### config.mk
export PLATFORM = sky130hd
export DESIGN_NAME = wb_sdrc_arbiter
export DESIGN_NICKNAME = d
export VERILOG_FILES = /design/src/rtl/wb_sdrc_arbiter_pkg.sv /design/src/rtl/wb_rr_pick.sv /design/src/rtl/wb_sdrc_arbiter.sv
export SDC_FILE = /design/constraint.sdc
export NUM_CORES = 1
export LEC_CHECK = 0
export BUFFER_PORTS_ARGS = -buffer_cell sky130_fd_sc_hd__buf_2
export CORE_AREA = 2 2 164 166
export CTS_BUF_LIST = sky130_fd_sc_hd__clkbuf_2 sky130_fd_sc_hd__clkbuf_4 sky130_fd_sc_hd__clkbuf_8
export CTS_CLUSTER_DIAMETER = 120
export DETAILED_ROUTE_END_ITERATION = 10
export DIE_AREA = 0 0 166 168
export SYNTH_ARGS = -nofsm -noshare
export SYNTH_HDL_FRONTEND = slang
export SYNTH_HIERARCHICAL = 1
export SYNTH_SLANG_ARGS = --single-unit
export TNS_END_PERCENT = 1
### constraint.sdc
create_clock -name wb_clk_i -period 2.87 [get_ports wb_clk_i]
set_input_delay 0.4305 -clock wb_clk_i [delete_from_list [all_inputs] [get_ports wb_clk_i]]
set_output_delay 0.4305 -clock wb_clk_i [all_outputs]
set_load 0.005 [all_outputs]
### src/rtl/wb_sdrc_arbiter_pkg.sv
// Shared types and constants for the Wishbone-to-SDRAM-controller arbiter.
package wb_sdrc_arbiter_pkg;

  typedef enum logic {
    ST_IDLE  = 1'b0,
    ST_GRANT = 1'b1
  } arb_state_e;

  localparam logic [2:0] CTI_CLASSIC = 3'b000;
  localparam logic [2:0] CTI_INCR    = 3'b010;
  localparam logic [2:0] CTI_EOB     = 3'b111;

  // Index width that stays at least one bit for degenerate sizes.
  function automatic int unsigned idx_width(input int unsigned n);
    return (n > 1) ? $clog2(n) : 1;
  endfunction

endpackage

### src/rtl/wb_rr_pick.sv
// Combinational round-robin picker: first requester after last_grant wins, one-hot result.
module wb_rr_pick
  import wb_sdrc_arbiter_pkg::*;
#(
  parameter  int unsigned NUM_M = 4,
  localparam int unsigned LW    = idx_width(NUM_M)
) (
  input  logic [NUM_M-1:0] req,
  input  logic [LW-1:0]    last_grant,
  output logic [NUM_M-1:0] grant_c,
  output logic [LW-1:0]    grant_idx_c
);

  logic          found;
  logic [LW-1:0] idx;

  // Scan offsets 1..NUM_M so last_grant itself is considered last.
  always_comb begin
    grant_c     = '0;
    grant_idx_c = '0;
    found       = 1'b0;
    idx         = '0;
    for (int unsigned k = 1; k <= NUM_M; k++) begin
      idx = LW'((32'(last_grant) + k) % NUM_M);
      if (!found && req[idx]) begin
        grant_c[idx] = 1'b1;
        grant_idx_c  = idx;
        found        = 1'b1;
      end
    end
  end

endmodule

### src/rtl/wb_sdrc_arbiter.sv
// Round-robin Wishbone arbiter in front of an SDRAM controller slave, with
// per-grant stall timeout and a dead cycle between consecutive grants.
module wb_sdrc_arbiter
  import wb_sdrc_arbiter_pkg::*;
#(
  parameter int unsigned NUM_M   = 4,
  parameter int unsigned DW      = 32,
  parameter int unsigned AW      = 26,
  parameter int unsigned TIMEOUT = 64
) (
  input  logic                  wb_clk_i,
  input  logic                  wb_rst_i,
  input  logic                  sdr_init_done,
  input  logic [NUM_M-1:0]      m_cyc_i,
  input  logic [NUM_M-1:0]      m_stb_i,
  input  logic [NUM_M-1:0]      m_we_i,
  input  logic [NUM_M*AW-1:0]   m_addr_i,
  input  logic [NUM_M*DW-1:0]   m_dat_i,
  input  logic [NUM_M*DW/8-1:0] m_sel_i,
  input  logic [NUM_M*3-1:0]    m_cti_i,
  output logic [NUM_M-1:0]      m_ack_o,
  output logic [NUM_M-1:0]      m_err_o,
  output logic [DW-1:0]         m_dat_o,
  output logic                  s_cyc_o,
  output logic                  s_stb_o,
  output logic                  s_we_o,
  output logic [AW-1:0]         s_addr_o,
  output logic [DW-1:0]         s_dat_o,
  output logic [DW/8-1:0]       s_sel_o,
  output logic [2:0]            s_cti_o,
  input  logic                  s_ack_i,
  input  logic [DW-1:0]         s_dat_i,
  output logic [NUM_M-1:0]      grant_o
);

  localparam int unsigned LW = idx_width(NUM_M);
  localparam int unsigned CW = idx_width(TIMEOUT);
  localparam int unsigned SW = DW / 8;

  arb_state_e       state_q, state_d;
  logic [NUM_M-1:0] grant_q, grant_d;
  logic [LW-1:0]    gidx_q, gidx_d;
  logic [LW-1:0]    last_q, last_d;
  logic [CW-1:0]    cnt_q, cnt_d;

  logic [NUM_M-1:0] pick_grant;
  logic [LW-1:0]    pick_idx;

  logic             in_grant;
  logic             tmo_hit;
  logic             sel_cyc, sel_stb, sel_we;
  logic [AW-1:0]    sel_addr;
  logic [DW-1:0]    sel_dat;
  logic [SW-1:0]    sel_sel;
  logic [2:0]       sel_cti;

  wb_rr_pick #(
    .NUM_M (NUM_M)
  ) u_pick (
    .req         (m_cyc_i),
    .last_grant  (last_q),
    .grant_c     (pick_grant),
    .grant_idx_c (pick_idx)
  );

  // Select the granted master's request bundle.
  always_comb begin
    sel_cyc  = 1'b0;
    sel_stb  = 1'b0;
    sel_we   = 1'b0;
    sel_addr = '0;
    sel_dat  = '0;
    sel_sel  = '0;
    sel_cti  = CTI_CLASSIC;
    for (int unsigned i = 0; i < NUM_M; i++) begin
      if (gidx_q == LW'(i)) begin
        sel_cyc  = m_cyc_i[i];
        sel_stb  = m_stb_i[i];
        sel_we   = m_we_i[i];
        sel_addr = m_addr_i[i*AW +: AW];
        sel_dat  = m_dat_i[i*DW +: DW];
        sel_sel  = m_sel_i[i*SW +: SW];
        sel_cti  = m_cti_i[i*3 +: 3];
      end
    end
  end

  assign in_grant = (state_q == ST_GRANT);
  assign tmo_hit  = in_grant && sel_stb && (cnt_q == CW'(TIMEOUT - 1));

  // Slave side: straight pass-through of the granted master; strobe dropped on timeout.
  assign s_cyc_o  = in_grant & sel_cyc;
  assign s_stb_o  = in_grant & sel_stb & ~tmo_hit;
  assign s_we_o   = in_grant & sel_we;
  assign s_addr_o = in_grant ? sel_addr : '0;
  assign s_dat_o  = in_grant ? sel_dat  : '0;
  assign s_sel_o  = in_grant ? sel_sel  : '0;
  assign s_cti_o  = in_grant ? sel_cti  : CTI_CLASSIC;

  assign m_ack_o  = (in_grant && !tmo_hit) ? (grant_q & {NUM_M{s_ack_i}}) : '0;
  assign m_err_o  = tmo_hit ? grant_q : '0;
  assign m_dat_o  = s_dat_i;
  assign grant_o  = grant_q;

  always_comb begin
    state_d = state_q;
    grant_d = grant_q;
    gidx_d  = gidx_q;
    last_d  = last_q;
    cnt_d   = '0;
    case (state_q)
      ST_IDLE: begin
        if (sdr_init_done && (|m_cyc_i)) begin
          state_d = ST_GRANT;
          grant_d = pick_grant;
          gidx_d  = pick_idx;
        end
      end
      ST_GRANT: begin
        if (sel_stb && !s_ack_i && !tmo_hit) begin
          cnt_d = cnt_q + CW'(1);
        end
        // Grant persists through bursts and timeouts until the owner releases cyc.
        if (!sel_cyc) begin
          state_d = ST_IDLE;
          grant_d = '0;
          last_d  = gidx_q;
          cnt_d   = '0;
        end
      end
      default: state_d = ST_IDLE;
    endcase
  end

  always_ff @(posedge wb_clk_i) begin
    if (wb_rst_i) begin
      state_q <= ST_IDLE;
      grant_q <= '0;
      gidx_q  <= '0;
      last_q  <= LW'(NUM_M - 1);
      cnt_q   <= '0;
    end else begin
      state_q <= state_d;
      grant_q <= grant_d;
      gidx_q  <= gidx_d;
      last_q  <= last_d;
      cnt_q   <= cnt_d;
    end
  end

endmodule

==> impl_metrics.tcl <==
set metrics [dict create \
    outcome "finished, final reports clean" \
    post_drt_wl_per_cell_um 18.3 \
    dp_hpwl_um 15600 \
    regArea_um2 309 \
    dp.cells 975 \
    drive_above_1_share_pct 69.9 \
    finalWirelength_um 18000 \
    worstPathRequired_ns 2.44 \
    boundaryPins 420 \
    clock_skew_ns 0.00381 \
    vias 4101 \
    worstHoldStart "wb_rst_i" \
    clkTransAtPathRegs_ns 0.06 \
    die_w_um 166 \
    rows 60 \
    start_util_pct 13.3 \
    die_area_um2 27900 \
    finalSetupViolCount 0 \
    cts.path.max_buffers 2 \
    layoutNonFillerInstCount 983 \
    worst_pin_slew_ns 0.950 \
    finalNetCount 956 \
    crit_fanout 33 \
    gr-usage-all-layers_pct 11.8 \
    synthToLayoutAreaGrowth_pct 55.9 \
    cts_setup_buffers 0 \
    cts_sinks 15 \
    io_buffers 355 \
    die_h_um 168 \
    cts_buffers 3 \
    end_kind "output port" \
    use_met2_pct 19.8 \
    maxCapViolCount 0 \
    grtUsageMet1_pct 14.8 \
    drcViolationCount 0 \
    core_um2 26400 \
    cp_slowest_cell "mux4_2" \
    clk_latency_ns 0.25 \
    multi_input_area_um2 2770 \
    period_needed_ns 2.41 \
    min_period_over_period_pct 84.0 \
    cp-start-kind "register" \
    syn_nets 651 \
    syn_inst 334 \
    gp_congestion 0.888 \
    drv_slew 0 \
    grt_util_met3_pct 2.96 \
    h-tree-depth 1 \
    yosysSeqAreaShare_pct 8.57 \
    ant_nets 0 \
    n_fill_cell 2899 \
    grt_busiest_layer "met2" \
    whs_ns 0.474 \
    crit_path_max_incr_delay_ns 0.58 \
    cts_hold_buf 0 \
    syn_area_um2 3500 \
    power_mw 1.26 \
    ys_async_sr_fraction_pct 0 \
    hp-class "in -> reg" \
    drt_iter0_drc 179 \
    reg2reg_from "last_q[0]" \
    setup_tns_ns 0 \
    setup_slack_ns 0.460 \
    min_path_cells 2 \
    synth-main-ff-cell "dfxtp_1" \
    rr_worst_depth 7 \
    max_freq_ghz 0.415 \
    crit_arrival_ns 1.98 \
    hold_end "gidx_q[1]" \
    grt_pass1_wl_um 25400 \
    final_util_pct 20.7 \
    power.leakage_nw 2.56 \
    crit_type "reg -> out" \
    relSlewSlack_pct 36.1 \
    synth.avg_cell_area_um2 10.5 \
    antenna_found_initial 6 \
    synth_edf_count 0 \
    synth_cell_types 48 \
    cts_root_buffer "clkbuf_8" \
    yosysWarnings 6 \
    fin_area_um2 5460 \
    cts_resized 0 \
    drtPass1Iterations 4 \
    cts_tree "yes" \
    rrSetupSlack_ns 0.62 \
    pre_cts_slack_ns 0.658 \
    ys_seq_elements 15 \
    grt_pass1_vias 4064 \
    grt_max_degree 42 \
    irDropWorstVdd_mv 0.133 \
    vias_per_cell 4.17 \
    powerDensity_nw_per_um2 230 \
    rr_endpoint "gidx_q[0]" \
    rsz0062_at_grt "false" \
    placed_area_um2 5400 \
    grt_overflow 0 \
    finalHoldViolations 0 \
    crit_chain "buf_12 -> mux4_2 -> and2_1 -> buf_2" \
]
[routing by layer]
metal  vias up  part of all wire, %
met1      2004                   41
met5         -                 0.18
met2       201                   49
met4         4                  2.3
met3        24                  8.1
li1       1868                    -
[state kept, by name (all words and copies together), names as in the netlist]
| name | count |
|---|---|
| grant_o | 4 |
| last_q | 2 |
| cnt_q | 6 |
| gidx_q | 2 |
| in_grant | 1 |
[how the worst max path moves through the flow]
stage | start | to | slack (ns) | depth (start not counted)
after floorplan | last_q[0] | grant_o[0] | 0.70 | 9
after global placement | last_q[0] | grant_o[2] | 0.67 | 8
after detailed placement | last_q[0] | grant_o[1] | 0.66 | 8
after CTS | gidx_q[0] | s_addr_o[2] | 0.42 | 4
after global routing | gidx_q[0] | s_addr_o[25] | 0.36 | 4
final | gidx_q[0] | s_addr_o[25] | 0.46 | 4
[critical path, delay by kind of cell (launching register included)]
family / cells / cell delay, ns
buffers and inverters: 2 / 0.42
AND/OR/NAND/NOR: 1 / 0.19
multiplexers: 1 / 0.58
flip-flops: 1 / 0.51
[placed cells by master, fill, tap and decap left out, types with 2 or more instances in the layout]
master,count
o221ai_1,4
buf_4,4
xor2_1,2
nand3_1,9
inv_1,7
a221o_1,4
nor3_1,6
o211ai_1,2
o21ai_0,5
diode_2,4
dfxtp_4,2
a211o_1,2
ha_1,9
buf_12,3
a21oi_1,9
and2_1,75
nand2_1,15
o21ai_1,6
o21a_1,2
dfxtp_1,12
mux4_2,70
nor2_1,4
and3b_1,2
buf_2,355
clkbuf_8,3
[report_power, final]
group	leakage, nW	internal [mW]	switching [mW]
clock network	0.0255	0.0961	0.0767
registers	0.124	0.219	0.0348
logic	2.41	0.480	0.352
[synthesized netlist by cell type, types with 2 or more instances]
cell type / number / area (um2)
o221ai_1: 4 / 35.0
nor2_1: 4 / 15.0
a211o_1: 2 / 17.5
o21ai_0: 5 / 25.0
o211ai_1: 2 / 15.0
xor2_1: 2 / 17.5
a21oi_1: 9 / 45.0
mux4_2: 70 / 1580
buf_2: 6 / 30.0
o21a_1: 2 / 15.0
and3b_1: 2 / 17.5
inv_1: 7 / 26.3
ha_1: 9 / 113
o21ai_1: 6 / 30.0
clkbuf_1: 16 / 60.1
buf_4: 35 / 263
buf_6: 4 / 45.0
nand2_1: 15 / 56.3
a221o_1: 4 / 40.0
nand3_1: 9 / 45.0
nor3_1: 6 / 30.0
dfxtp_1: 15 / 300
and2_1: 75 / 469
[area by class of cell]
cell class | count | share of cell area (%)
Inverter | 8 | 0.550
Sequential cell | 15 | 5.66
Timing Repair Buffer | 362 | 34.2
Clock inverter | 1 | 0.0917
Antenna cell | 4 | 0.183
Clock buffer | 3 | 0.756
Multi-Input combinational cell | 249 | 50.8
Tap cell | 341 | 7.81
[cells by family (layout without fill, tap and decap cells)]
| kind of cell | Yosys count | count (layout) | share of synthesized area, % |
|---|---|---|---|
| AND/OR/NAND/NOR | 122 | 122 | 20.3 |
| multiplexers | 71 | 71 | 45.3 |
| buffers and inverters | 70 | 374 | 12.3 |
| AO/OA/AOI/OAI | 44 | 44 | 9.50 |
| flip-flops | 15 | 15 | 8.57 |
| adder cells (fa/ha/maj) | 9 | 9 | 3.21 |
| XOR/XNOR | 3 | 3 | 0.750 |
| other | 0 | 4 | 0 |
(Power assumes the default switching activity.)
